`config.mk`:
```
export PLATFORM = sky130hd
export DESIGN_NAME = sgpr_wr_arbiter_flat
export DESIGN_NICKNAME = d
export VERILOG_FILES = /design/src/rtl/sgpr_wr_arbiter_if.sv /design/src/rtl/sgpr_wr_arbiter.sv /design/src/flat_wrapper.sv
export SDC_FILE = /design/constraint.sdc
export NUM_CORES = 1
export LEC_CHECK = 0
export ABC_AREA = 1
export BUFFER_PORTS_ARGS = -buffer_cell sky130_fd_sc_hd__buf_4
export CORE_MARGIN = 1
export CORE_UTILIZATION = 35
export DETAILED_ROUTE_END_ITERATION = 6
export GPL_TIMING_DRIVEN = 0
export PLACE_DENSITY = 0.56
export SETUP_SLACK_MARGIN = 0.15
export SYNTH_ARGS = -nofsm -noshare
export SYNTH_HDL_FRONTEND = slang
export SYNTH_SLANG_ARGS = --single-unit
```
`constraint.sdc`:
```
create_clock -name clk -period 4.8 [get_ports clk]
set_input_delay 0.96 -clock clk [delete_from_list [all_inputs] [get_ports clk]]
set_output_delay 0.96 -clock clk [all_outputs]
set_load 0.005 [all_outputs]
```
`src/rtl/sgpr_wr_arbiter_if.sv`:
```
`default_nettype none
// ============================================================================
//  Module   : sgpr_wr_if
//  Function : SGPR write-port request/grant bundle. Ten requesters each
//             present a request bit and a 9-bit dword address. The arbiter
//             returns a one-hot select plus a valid strobe.
//  Revision : 1.0 - initial release
// ============================================================================
interface sgpr_wr_if;
  logic [9:0]  wr_req;
  logic [89:0] wr_addr;
  logic [15:0] rfa_select_fu;
  logic        grant_valid;

  modport master (
    output wr_req,
    output wr_addr,
    input  rfa_select_fu,
    input  grant_valid
  );

  modport slave (
    input  wr_req,
    input  wr_addr,
    output rfa_select_fu,
    output grant_valid
  );
endinterface
`default_nettype wire

```
`src/rtl/sgpr_wr_arbiter.sv`:
```
`default_nettype none
// ============================================================================
//  Module   : sgpr_wr_arbiter
//  Function : Same-cycle grant arbiter for the SGPR write-port mux. The LSU
//             has priority, bounded by an anti-starvation counter. The other
//             nine ports are served round robin. A request whose row matches
//             last cycle's committed row is held off for one cycle so the
//             read-modify-write can finish. Conflict bubbles are counted.
//  Revision : 1.0 - initial release
// ============================================================================
module sgpr_wr_arbiter #(
  parameter int STARVE_LIMIT = 4
) (
  input  wire logic  clk,
  input  wire logic  rst,
  sgpr_wr_if.slave   bus,
  output logic [15:0] conflict_bubbles
);

  localparam int         c_NPORTS   = 10;
  localparam int         c_LSU      = 8;
  localparam logic [3:0] c_LAST_SLT = 4'd8;  // slot 8 is the SALU (port 9)

  logic [6:0]  r_last_row;
  logic        r_last_valid;
  logic [3:0]  r_rr_ptr;
  logic [3:0]  r_starve_cnt;
  logic [15:0] r_conflict_bubbles;

  logic [6:0]  w_row [c_NPORTS];
  logic [9:0]  w_elig;
  logic [9:0]  w_unused_lsbs;
  logic [8:0]  w_slot_elig;
  logic        w_others_elig;
  logic        w_lsu_ok;
  logic        w_rr_found;
  logic [3:0]  w_rr_slot;
  logic [3:0]  w_rr_port;
  logic [15:0] w_grant;
  logic        w_grant_any;
  logic [6:0]  w_grant_row;
  logic        w_bubble;

  // Row extraction and conflict-based eligibility per port. The dword
  // offset within a row plays no part in conflict detection.
  for (genvar gi = 0; gi < c_NPORTS; gi++) begin : g_port
    assign w_row[gi]         = bus.wr_addr[9*gi+2 +: 7];
    assign w_elig[gi]        = bus.wr_req[gi] & ~(r_last_valid & (w_row[gi] == r_last_row));
    assign w_unused_lsbs[gi] = ^bus.wr_addr[9*gi +: 2];
  end

  assign w_slot_elig   = {w_elig[9], w_elig[7:0]};
  assign w_others_elig = |w_slot_elig;
  assign w_lsu_ok      = w_elig[c_LSU] && (r_starve_cnt != 4'(STARVE_LIMIT));
  assign w_bubble      = (|bus.wr_req) && !(|w_elig);

  // Round-robin search: first eligible slot after rr_ptr, modulo 9.
  always_comb begin
    logic [4:0] idx;
    w_rr_found = 1'b0;
    w_rr_slot  = r_rr_ptr;
    idx        = 5'd0;
    for (int k = 1; k <= 9; k++) begin
      idx = {1'b0, r_rr_ptr} + 5'(k);
      if (idx >= 5'd9) idx = idx - 5'd9;
      if (!w_rr_found && w_slot_elig[idx[3:0]]) begin
        w_rr_found = 1'b1;
        w_rr_slot  = idx[3:0];
      end
    end
  end

  assign w_rr_port = (w_rr_slot == c_LAST_SLT) ? 4'd9 : w_rr_slot;

  // One-hot grant and the row it commits; LSU wins whenever it is allowed.
  always_comb begin
    w_grant     = 16'h0000;
    w_grant_any = 1'b0;
    w_grant_row = w_row[w_rr_port];
    if (w_lsu_ok) begin
      w_grant[c_LSU] = 1'b1;
      w_grant_any    = 1'b1;
      w_grant_row    = w_row[c_LSU];
    end else if (w_rr_found) begin
      w_grant[w_rr_port] = 1'b1;
      w_grant_any        = 1'b1;
    end
  end

  // Reset forces the grant low combinationally so it drops before any edge.
  assign bus.rfa_select_fu = rst ? w_grant : 16'h0000;
  assign bus.grant_valid   = rst & w_grant_any;
  assign conflict_bubbles  = r_conflict_bubbles;

  // Conflict history, round-robin pointer, starvation and bubble counters.
  always_ff @(posedge clk or negedge rst) begin
    if (!rst) begin
      r_last_valid       <= 1'b0;
      r_last_row         <= 7'd0;
      r_rr_ptr           <= c_LAST_SLT;
      r_starve_cnt       <= 4'd0;
      r_conflict_bubbles <= 16'h0000;
    end else begin
      r_last_valid <= w_grant_any;
      if (w_grant_any) r_last_row <= w_grant_row;
      if (!w_lsu_ok && w_rr_found) r_rr_ptr <= w_rr_slot;
      r_starve_cnt <= (w_lsu_ok && w_others_elig) ? r_starve_cnt + 4'd1 : 4'd0;
      if (w_bubble && (r_conflict_bubbles != 16'hFFFF))
        r_conflict_bubbles <= r_conflict_bubbles + 16'd1;
    end
  end

endmodule
`default_nettype wire
```
`src/flat_wrapper.sv`:
```
// flat-port wrapper written by rule: the top's interface ports become plain ports
module sgpr_wr_arbiter_flat 
#(
  parameter int STARVE_LIMIT = 4
)
  (clk, rst, conflict_bubbles, bus_wr_req, bus_wr_addr, bus_rfa_select_fu, bus_grant_valid);
  sgpr_wr_if bus_i ();
  input  wire logic clk;
  input  wire logic rst;
  output logic [15:0] conflict_bubbles;
  input wire logic [$bits(bus_i.wr_req)-1:0] bus_wr_req;
  input wire logic [$bits(bus_i.wr_addr)-1:0] bus_wr_addr;
  output wire logic [$bits(bus_i.rfa_select_fu)-1:0] bus_rfa_select_fu;
  output wire logic [$bits(bus_i.grant_valid)-1:0] bus_grant_valid;
  assign bus_i.wr_req = bus_wr_req;
  assign bus_i.wr_addr = bus_wr_addr;
  assign bus_rfa_select_fu = bus_i.rfa_select_fu;
  assign bus_grant_valid = bus_i.grant_valid;
  sgpr_wr_arbiter #(.STARVE_LIMIT(STARVE_LIMIT)) u_core (.clk(clk), .rst(rst), .bus(bus_i), .conflict_bubbles(conflict_bubbles));
endmodule
```
==> flow_metrics.env, run 1 <==
export IMPL_core_area_um2=17400
export IMPL_startpoint="u_core.r_rr_ptr[1]$_DFFE_PN0P_"
export IMPL_initial_core_util_pct=36.0
export IMPL_die_h_um=136
export IMPL_rr_worst_depth=34
export IMPL_cts_reportedPaths_clkPinSlew_ns=0.06
export IMPL_grt_pass1_wl_um=38700
export IMPL_start_kind="register"
export IMPL_wire_per_inst_um=16.2
export IMPL_status="finished with violations"
export IMPL_ant_nets=0
export IMPL_critPathCapture="bus_rfa_select_fu[7]"
export IMPL_gp_congestion=0.991
export IMPL_critPathKind="register to output port"
export IMPL_path_common_cell="nand2_1"
export IMPL_nets=1434
export IMPL_post_synth_instance_area_um2=6270
export IMPL_dpl_hpwl_um=18700
export IMPL_r2r_start="u_core.r_rr_ptr[1]$_DFFE_PN0P_"
export IMPL_synth_edff_count=0
export IMPL_maxCapViolCount=0
export IMPL_die_w_um=136
export IMPL_cp_max_fo=7
export IMPL_grt_max_degree=35
export IMPL_routed_via_density=5.14
export IMPL_synth_cell_types=49
export IMPL_numPortBuffers=108
export IMPL_hold_viol=0
export IMPL_setup_slack_ns=-0.339
export IMPL_synth_cells=1116
export IMPL_area_growth_pct=42.2
export IMPL_postPlaceCellArea_um2=7390
export IMPL_ys_seq_elements=32
export IMPL_cts_buffers=5
export IMPL_r2r_end="u_core.r_last_row[0]$_DFFE_PN0N_"
export IMPL_ctsHoldBuffers=0
export IMPL_num_rows=48
export IMPL_critPathSlowestCell="dfrtp_4"
export IMPL_postRouteWirelength_um=24900
export IMPL_clk_latency_ns=0.28
export IMPL_drc_errors=0
export IMPL_clk_path_buf_depth=2
export IMPL_finalMaxSlewViolations=0
export IMPL_cts_root_buffer="clkbuf_16"
export IMPL_cp_arrival_ns=4.18
export IMPL_vias=7897
export IMPL_synth_seq_area_share_pct=12.8
export IMPL_final_util_pct=51.1
export IMPL_io_pins=135
export IMPL_firstDrtPassIters=5
export IMPL_fin_crit_sh_pct=107
export IMPL_h_tree_depth=2
export IMPL_max_slew_worst_pin_slew_ns=0.797
export IMPL_antenna_found_initial=0
export IMPL_dp_worst_setup_slack_ns=-0.891
export IMPL_setup_viol=9
export IMPL_min_path_type="register to register"
export IMPL_avgSynthCellArea_um2=5.61
export IMPL_dieArea_um2=18400
export IMPL_stdcell_area_um2=8910
export IMPL_async_reset_ff_share_pct=100
export IMPL_ff_latch_area_um2=807
export IMPL_multiInputGateArea_um2=5310
export IMPL_max_slew_margin_pct=46.6
export IMPL_violations="setup timing"
export IMPL_drt_iter0_drc=595
export IMPL_fmax_ghz=0.195
export IMPL_cpPeakStageDelay_ns=0.43
export IMPL_ys_warn_count=0
export IMPL_fill_cells=1836
export IMPL_skew_ns=0.00593
export IMPL_cts_tree="yes"
export IMPL_ys_flop_type="dfrtp_1"
export IMPL_drive_gt1_share_pct=31.7
export IMPL_grt_pass1_vias=7248
export IMPL_fin_crit_ns=5.14
export IMPL_setup_worst_path_end_class="output port"
export IMPL_clkSinkCount=32
export IMPL_overflow=0
export IMPL_cp_data_required_time_ns=3.84
export IMPL_rsz0062_at_grt="true"
export IMPL_num_antenna_cells=0
export IMPL_rrSetupSlack_ns=0.37
export IMPL_track_usage_pct=27.2
## stage by stage
step | std cells | TNS, ns | hold WS (ns)
global placement | 1454 | -7.06 | 0.488
finish | 1535 | -2.57 | 0.493
floorplan | 1121 | 0 | 0.454
detailed placement | 1454 | -7.26 | 0.490
global route | 1535 | -4.69 | 0.523
CTS | 1506 | -2.87 | 0.497
## worst min-delay path by stage
stage          slack (ns)  cells past startpoint                               startpoint                                 endpoint
2_1_floorplan        0.45                      1         u_core.r_starve_cnt[0]$_DFF_PN0_         u_core.r_starve_cnt[0]$_DFF_PN0_
3_3_place_gp         0.49                      1         u_core.r_starve_cnt[0]$_DFF_PN0_         u_core.r_starve_cnt[0]$_DFF_PN0_
3_5_place_dp         0.49                      1         u_core.r_starve_cnt[0]$_DFF_PN0_         u_core.r_starve_cnt[0]$_DFF_PN0_
4_1_cts              0.50                      1         u_core.r_starve_cnt[0]$_DFF_PN0_         u_core.r_starve_cnt[0]$_DFF_PN0_
5_1_grt              0.52                      1  u_core.conflict_bubbles[14]$_DFFE_PN0P_  u_core.conflict_bubbles[14]$_DFFE_PN0P_
6_report             0.49                      1         u_core.r_starve_cnt[0]$_DFF_PN0_         u_core.r_starve_cnt[0]$_DFF_PN0_
## layout by cell type, fill, tap and decap left out, drive strengths merged
| cell type | synthesis | routed |
|---|---|---|
| o21ai | 93 | 93 |
| a21oi | 47 | 47 |
| nor2b | 1 | 1 |
| a211oi | 1 | 1 |
| nand4 | 25 | 25 |
| buf | 32 | 211 |
| o31ai | 1 | 1 |
| o2111ai | 2 | 2 |
| conb | 1 | 6 |
| nor4 | 6 | 6 |
| o21bai | 2 | 2 |
| xnor2 | 15 | 15 |
| or2 | 3 | 3 |
| nand3b | 6 | 6 |
| ha | 23 | 23 |
| xor2 | 35 | 35 |
| a31oi | 4 | 4 |
| clkinv | 5 | 5 |
| a221oi | 1 | 1 |
| nand2 | 388 | 388 |
| nand2b | 1 | 1 |
| a21boi | 2 | 2 |
| o211ai | 12 | 12 |
| o311ai | 1 | 1 |
| clkbuf | 0 | 7 |
| bufinv | 0 | 1 |
| nor2 | 115 | 115 |
| clkinvlp | 0 | 2 |
| o21a | 1 | 1 |
| o22ai | 4 | 4 |
| nand3 | 85 | 85 |
| inv | 161 | 161 |
| dfrtp | 31 | 31 |
| dfstp | 1 | 1 |
| nor3 | 11 | 11 |
## synthesized netlist by cell type, types with 3 or more instances
cell | instances | area share [%]
nand2_1 | 360 | 22
inv_1 | 142 | 8.5
nor2_1 | 103 | 6.2
nand3_1 | 80 | 6.4
o21ai_0 | 52 | 4.2
a21oi_1 | 46 | 3.7
o21ai_1 | 33 | 2.6
xor2_1 | 32 | 4.5
dfrtp_1 | 31 | 12
nand4_1 | 25 | 2.5
ha_1 | 23 | 4.6
inv_2 | 18 | 1.1
nand2_2 | 18 | 1.8
xnor2_1 | 15 | 2.1
buf_4 | 14 | 1.7
o211ai_1 | 12 | 1.4
buf_2 | 10 | 0.80
nand2_4 | 10 | 1.8
nor3_1 | 10 | 0.80
buf_6 | 8 | 1.4
o21ai_2 | 8 | 1.1
nand3b_1 | 6 | 0.72
nor2_2 | 6 | 0.60
nor4_1 | 6 | 0.60
nor2_4 | 5 | 0.90
a31oi_1 | 4 | 0.40
clkinv_1 | 4 | 0.24
nand3_2 | 4 | 0.64
o22ai_1 | 4 | 0.40
or2_2 | 3 | 0.30
xor2_2 | 3 | 0.78
## logic make-up after synthesis
family / synth area share, %
AOI/OAI and AO/OA: 15.6
other: 0.0598
and+or+nand+nor: 45.7
DFF: 12.8
buffers and inverters: 13.9
adders and majority gates: 4.59
xor gates and xnor gates: 7.35
## area by class of cell
type                            count  area share (%)
Clock buffer                        5            1.40
Timing Repair Buffer              181            15.8
Multi-Input combinational cell    891            59.6
Buffer                             32            3.22
Clock inverter                      3           0.478
Tap cell                          225            3.16
Sequential cell                    32            9.06
Inverter                          166            7.29
## critical path: cells and delay by family, from the launching register on
family,cells,cell delay (ns)
simple gates,18,1.65
xor+xnor,1,0.19
buf+inv,10,1.27
flops,1,0.43
fa+ha+maj,1,0.36
## registers in the layout (all words and copies together), names as in the netlist
register / cells
u_core.conflict_bubbles: 16
u_core.r_last_valid: 1
u_core.r_rr_ptr: 4
u_core.r_last_row: 7
u_core.r_starve_cnt: 4
## repair_timing
item / 4_1_cts / 5_1_grt
hold endpoints to repair: 0 / 0
cloned: 0 / 0
pin swaps: 46 / 57
buffers inserted: 44 / 29
gates resized for setup: 102 / 101
endpoints found under the setup margin: 17 / 19
## layer usage
metal	GRT usage, %	part of all wire (%)
met1	36.0	43
met3	2.13	5.6
met2	46.9	49
met4	7.55	2.3
met5	0	0
Power of run 1 is left out: the tool's default activity adds up to more than one toggle a clock period on the data nets, which glitch-free logic cannot reach.
==> run 2, diff against run 1 <==
--- a/config.mk
+++ b/config.mk
@@ -13,6 +13,8 @@
 export GPL_TIMING_DRIVEN = 0
 export PLACE_DENSITY = 0.56
 export SETUP_SLACK_MARGIN = 0.15
+export SLEW_MARGIN = 30
 export SYNTH_ARGS = -nofsm -noshare
 export SYNTH_HDL_FRONTEND = slang
 export SYNTH_SLANG_ARGS = --single-unit
+export TNS_END_PERCENT = 50
==> flow_metrics.env, run 2 (synthesis results as in run 1) <==
export IMPL_die_w_um=136
export IMPL_cp_max_fo=11
export IMPL_status="finished with violations"
export IMPL_setup_worst_path_end_class="output port"
export IMPL_setup_slack_ns=-0.379
export IMPL_numPortBuffers=108
export IMPL_final_util_pct=50.9
export IMPL_vias=7901
export IMPL_ant_nets=0
export IMPL_clkSinkCount=32
export IMPL_ctsHoldBuffers=0
export IMPL_cp_arrival_ns=4.22
export IMPL_cp_data_required_time_ns=3.84
export IMPL_overflow=0
export IMPL_grt_pass1_wl_um=38700
export IMPL_layout_common_cells="nand2_1 (325), buf_4 (182), inv_1 (132)"
export IMPL_cts_tree="yes"
export IMPL_min_path_type="register to register"
export IMPL_fmax_ghz=0.193
export IMPL_clk_latency_ns=0.28
export IMPL_io_pins=135
export IMPL_nets=1431
export IMPL_max_slew_margin_pct=45.4
export IMPL_final_cells=1532
export IMPL_gp_congestion=0.991
export IMPL_clk_path_buf_depth=2
export IMPL_firstDrtPassIters=5
export IMPL_wire_per_inst_um=16.3
export IMPL_dpl_hpwl_um=18700
export IMPL_maxCapViolCount=0
export IMPL_drc_errors=0
export IMPL_postRouteWirelength_um=24900
export IMPL_drive_gt1_share_pct=31.4
export IMPL_fin_crit_sh_pct=108
export IMPL_hold_viol=0
export IMPL_fin_crit_ns=5.18
export IMPL_cts_reportedPaths_clkPinSlew_ns=0.06
export IMPL_core_area_um2=17400
export IMPL_track_usage_pct=27.2
export IMPL_routed_via_density=5.16
export IMPL_start_kind="register"
export IMPL_die_h_um=136
export IMPL_initial_core_util_pct=36.0
export IMPL_dp_cells=1454
export IMPL_drt_iter0_drc=559
export IMPL_area_growth_pct=41.6
export IMPL_skew_ns=0.00593
export IMPL_num_antenna_cells=0
export IMPL_violations="setup timing"
export IMPL_largest_reg_flops=16
export IMPL_cts_root_buffer="clkbuf_16"
export IMPL_setup_viol=9
export IMPL_grt_max_degree=35
export IMPL_rsz0062_at_grt="true"
export IMPL_antenna_found_initial=0
export IMPL_finalMaxSlewViolations=0
export IMPL_rrSetupSlack_ns=0.33
export IMPL_max_slew_worst_pin_slew_ns=0.815
export IMPL_fill_cells=1838
export IMPL_final_common_cell="nand2_1"
export IMPL_dieArea_um2=18400
export IMPL_cts_buffers=5
export IMPL_num_rows=48
export IMPL_grt_pass1_vias=7247
export IMPL_critPathKind="register to output port"
export IMPL_h_tree_depth=2
run 2: changes by cell type in the layout (fill, tap and decap cells not counted), sizes merged:
| cell | before | now |
|---|---|---|
| clkbuf | 7 | 5 |
| buf | 211 | 210 |
run 2: metal layers:
| metal | up-vias | GRT usage, % | routed length (um) |
|---|---|---|---|
| met5 | - | 0 | 0 |
| met4 | 0 | 7.55 | 630 |
| met3 | 41 | 2.13 | 1380 |
| met2 | 290 | 46.9 | 12200 |
| met1 | 3651 | 36.0 | 10700 |
| li1 | 3919 | - | - |
run 2: final cells by class:
class / instances / area (um2) / share of cell area [%]
clock inverter: 3 / 42.5 / 0.479
clock buffer: 5 / 125 / 1.41
timing repair buffer: 178 / 1390 / 15.6
sequential: 32 / 807 / 9.09
inverter: 166 / 649 / 7.32
buffer: 32 / 287 / 3.23
tap: 225 / 282 / 3.17
multi-input combinational: 891 / 5300 / 59.7
run 2: metrics by stage:
| step | setup TNS (ns) | setup WS (ns) | hold WS (ns) | cell area (um2) |
|---|---|---|---|---|
| after floorplan | 0 | 0.165 | 0.454 | 6290 |
| after global placement | -7.06 | -0.896 | 0.488 | 7390 |
| after detailed placement | -7.26 | -0.891 | 0.490 | 7390 |
| after CTS | -2.86 | -0.402 | 0.497 | 8310 |
| after global routing | -4.65 | -0.570 | 0.523 | 8870 |
| final | -2.92 | -0.379 | 0.493 | 8870 |
run 2: worst paths after layout:
check | from | end | depth (start not counted)
max in group asynchronous | rst | u_core.r_rr_ptr[1]$_DFFE_PN0P_ | 1
setup / recovery | u_core.r_rr_ptr[1]$_DFFE_PN0P_ | bus_rfa_select_fu[7] | 22
setup reg to reg | u_core.r_rr_ptr[1]$_DFFE_PN0P_ | u_core.r_last_row[0]$_DFFE_PN0N_ | 28
hold reg to reg | u_core.r_starve_cnt[0]$_DFF_PN0_ | u_core.r_starve_cnt[0]$_DFF_PN0_ | 1
min in group asynchronous | rst | u_core.conflict_bubbles[13]$_DFFE_PN0P_ | 1
hold / removal | u_core.r_starve_cnt[0]$_DFF_PN0_ | u_core.r_starve_cnt[0]$_DFF_PN0_ | 1
run 2: worst max-delay path, cell delays in order (launching register included):
cell and delay, ns:
dfrtp_4 0.50, buf_6 0.17, ha_4 0.20, inv_1 0.08, nand2_1 0.06, nand2_2 0.14, inv_1 0.10, o31ai_2 0.39
nand2_1 0.11, o21ai_1 0.21, inv_1 0.18, o21ai_1 0.18, a21oi_1 0.10, a211oi_2 0.33, nand3_4 0.18, o21ai_1 0.11
inv_1 0.06, nand2_2 0.08, nand2_4 0.10, buf_12 0.15, buf_4 0.13, nor3_4 0.24, buf_4 0.15
run 2: repair_timing:
| action | CTS | global route |
|---|---|---|
| setup endpoints to repair | 17 | 19 |
| pin swaps | 46 | 56 |
| buffers inserted | 44 | 26 |
| resized for setup | 101 | 102 |
Power of run 2 is left out for the same reason.
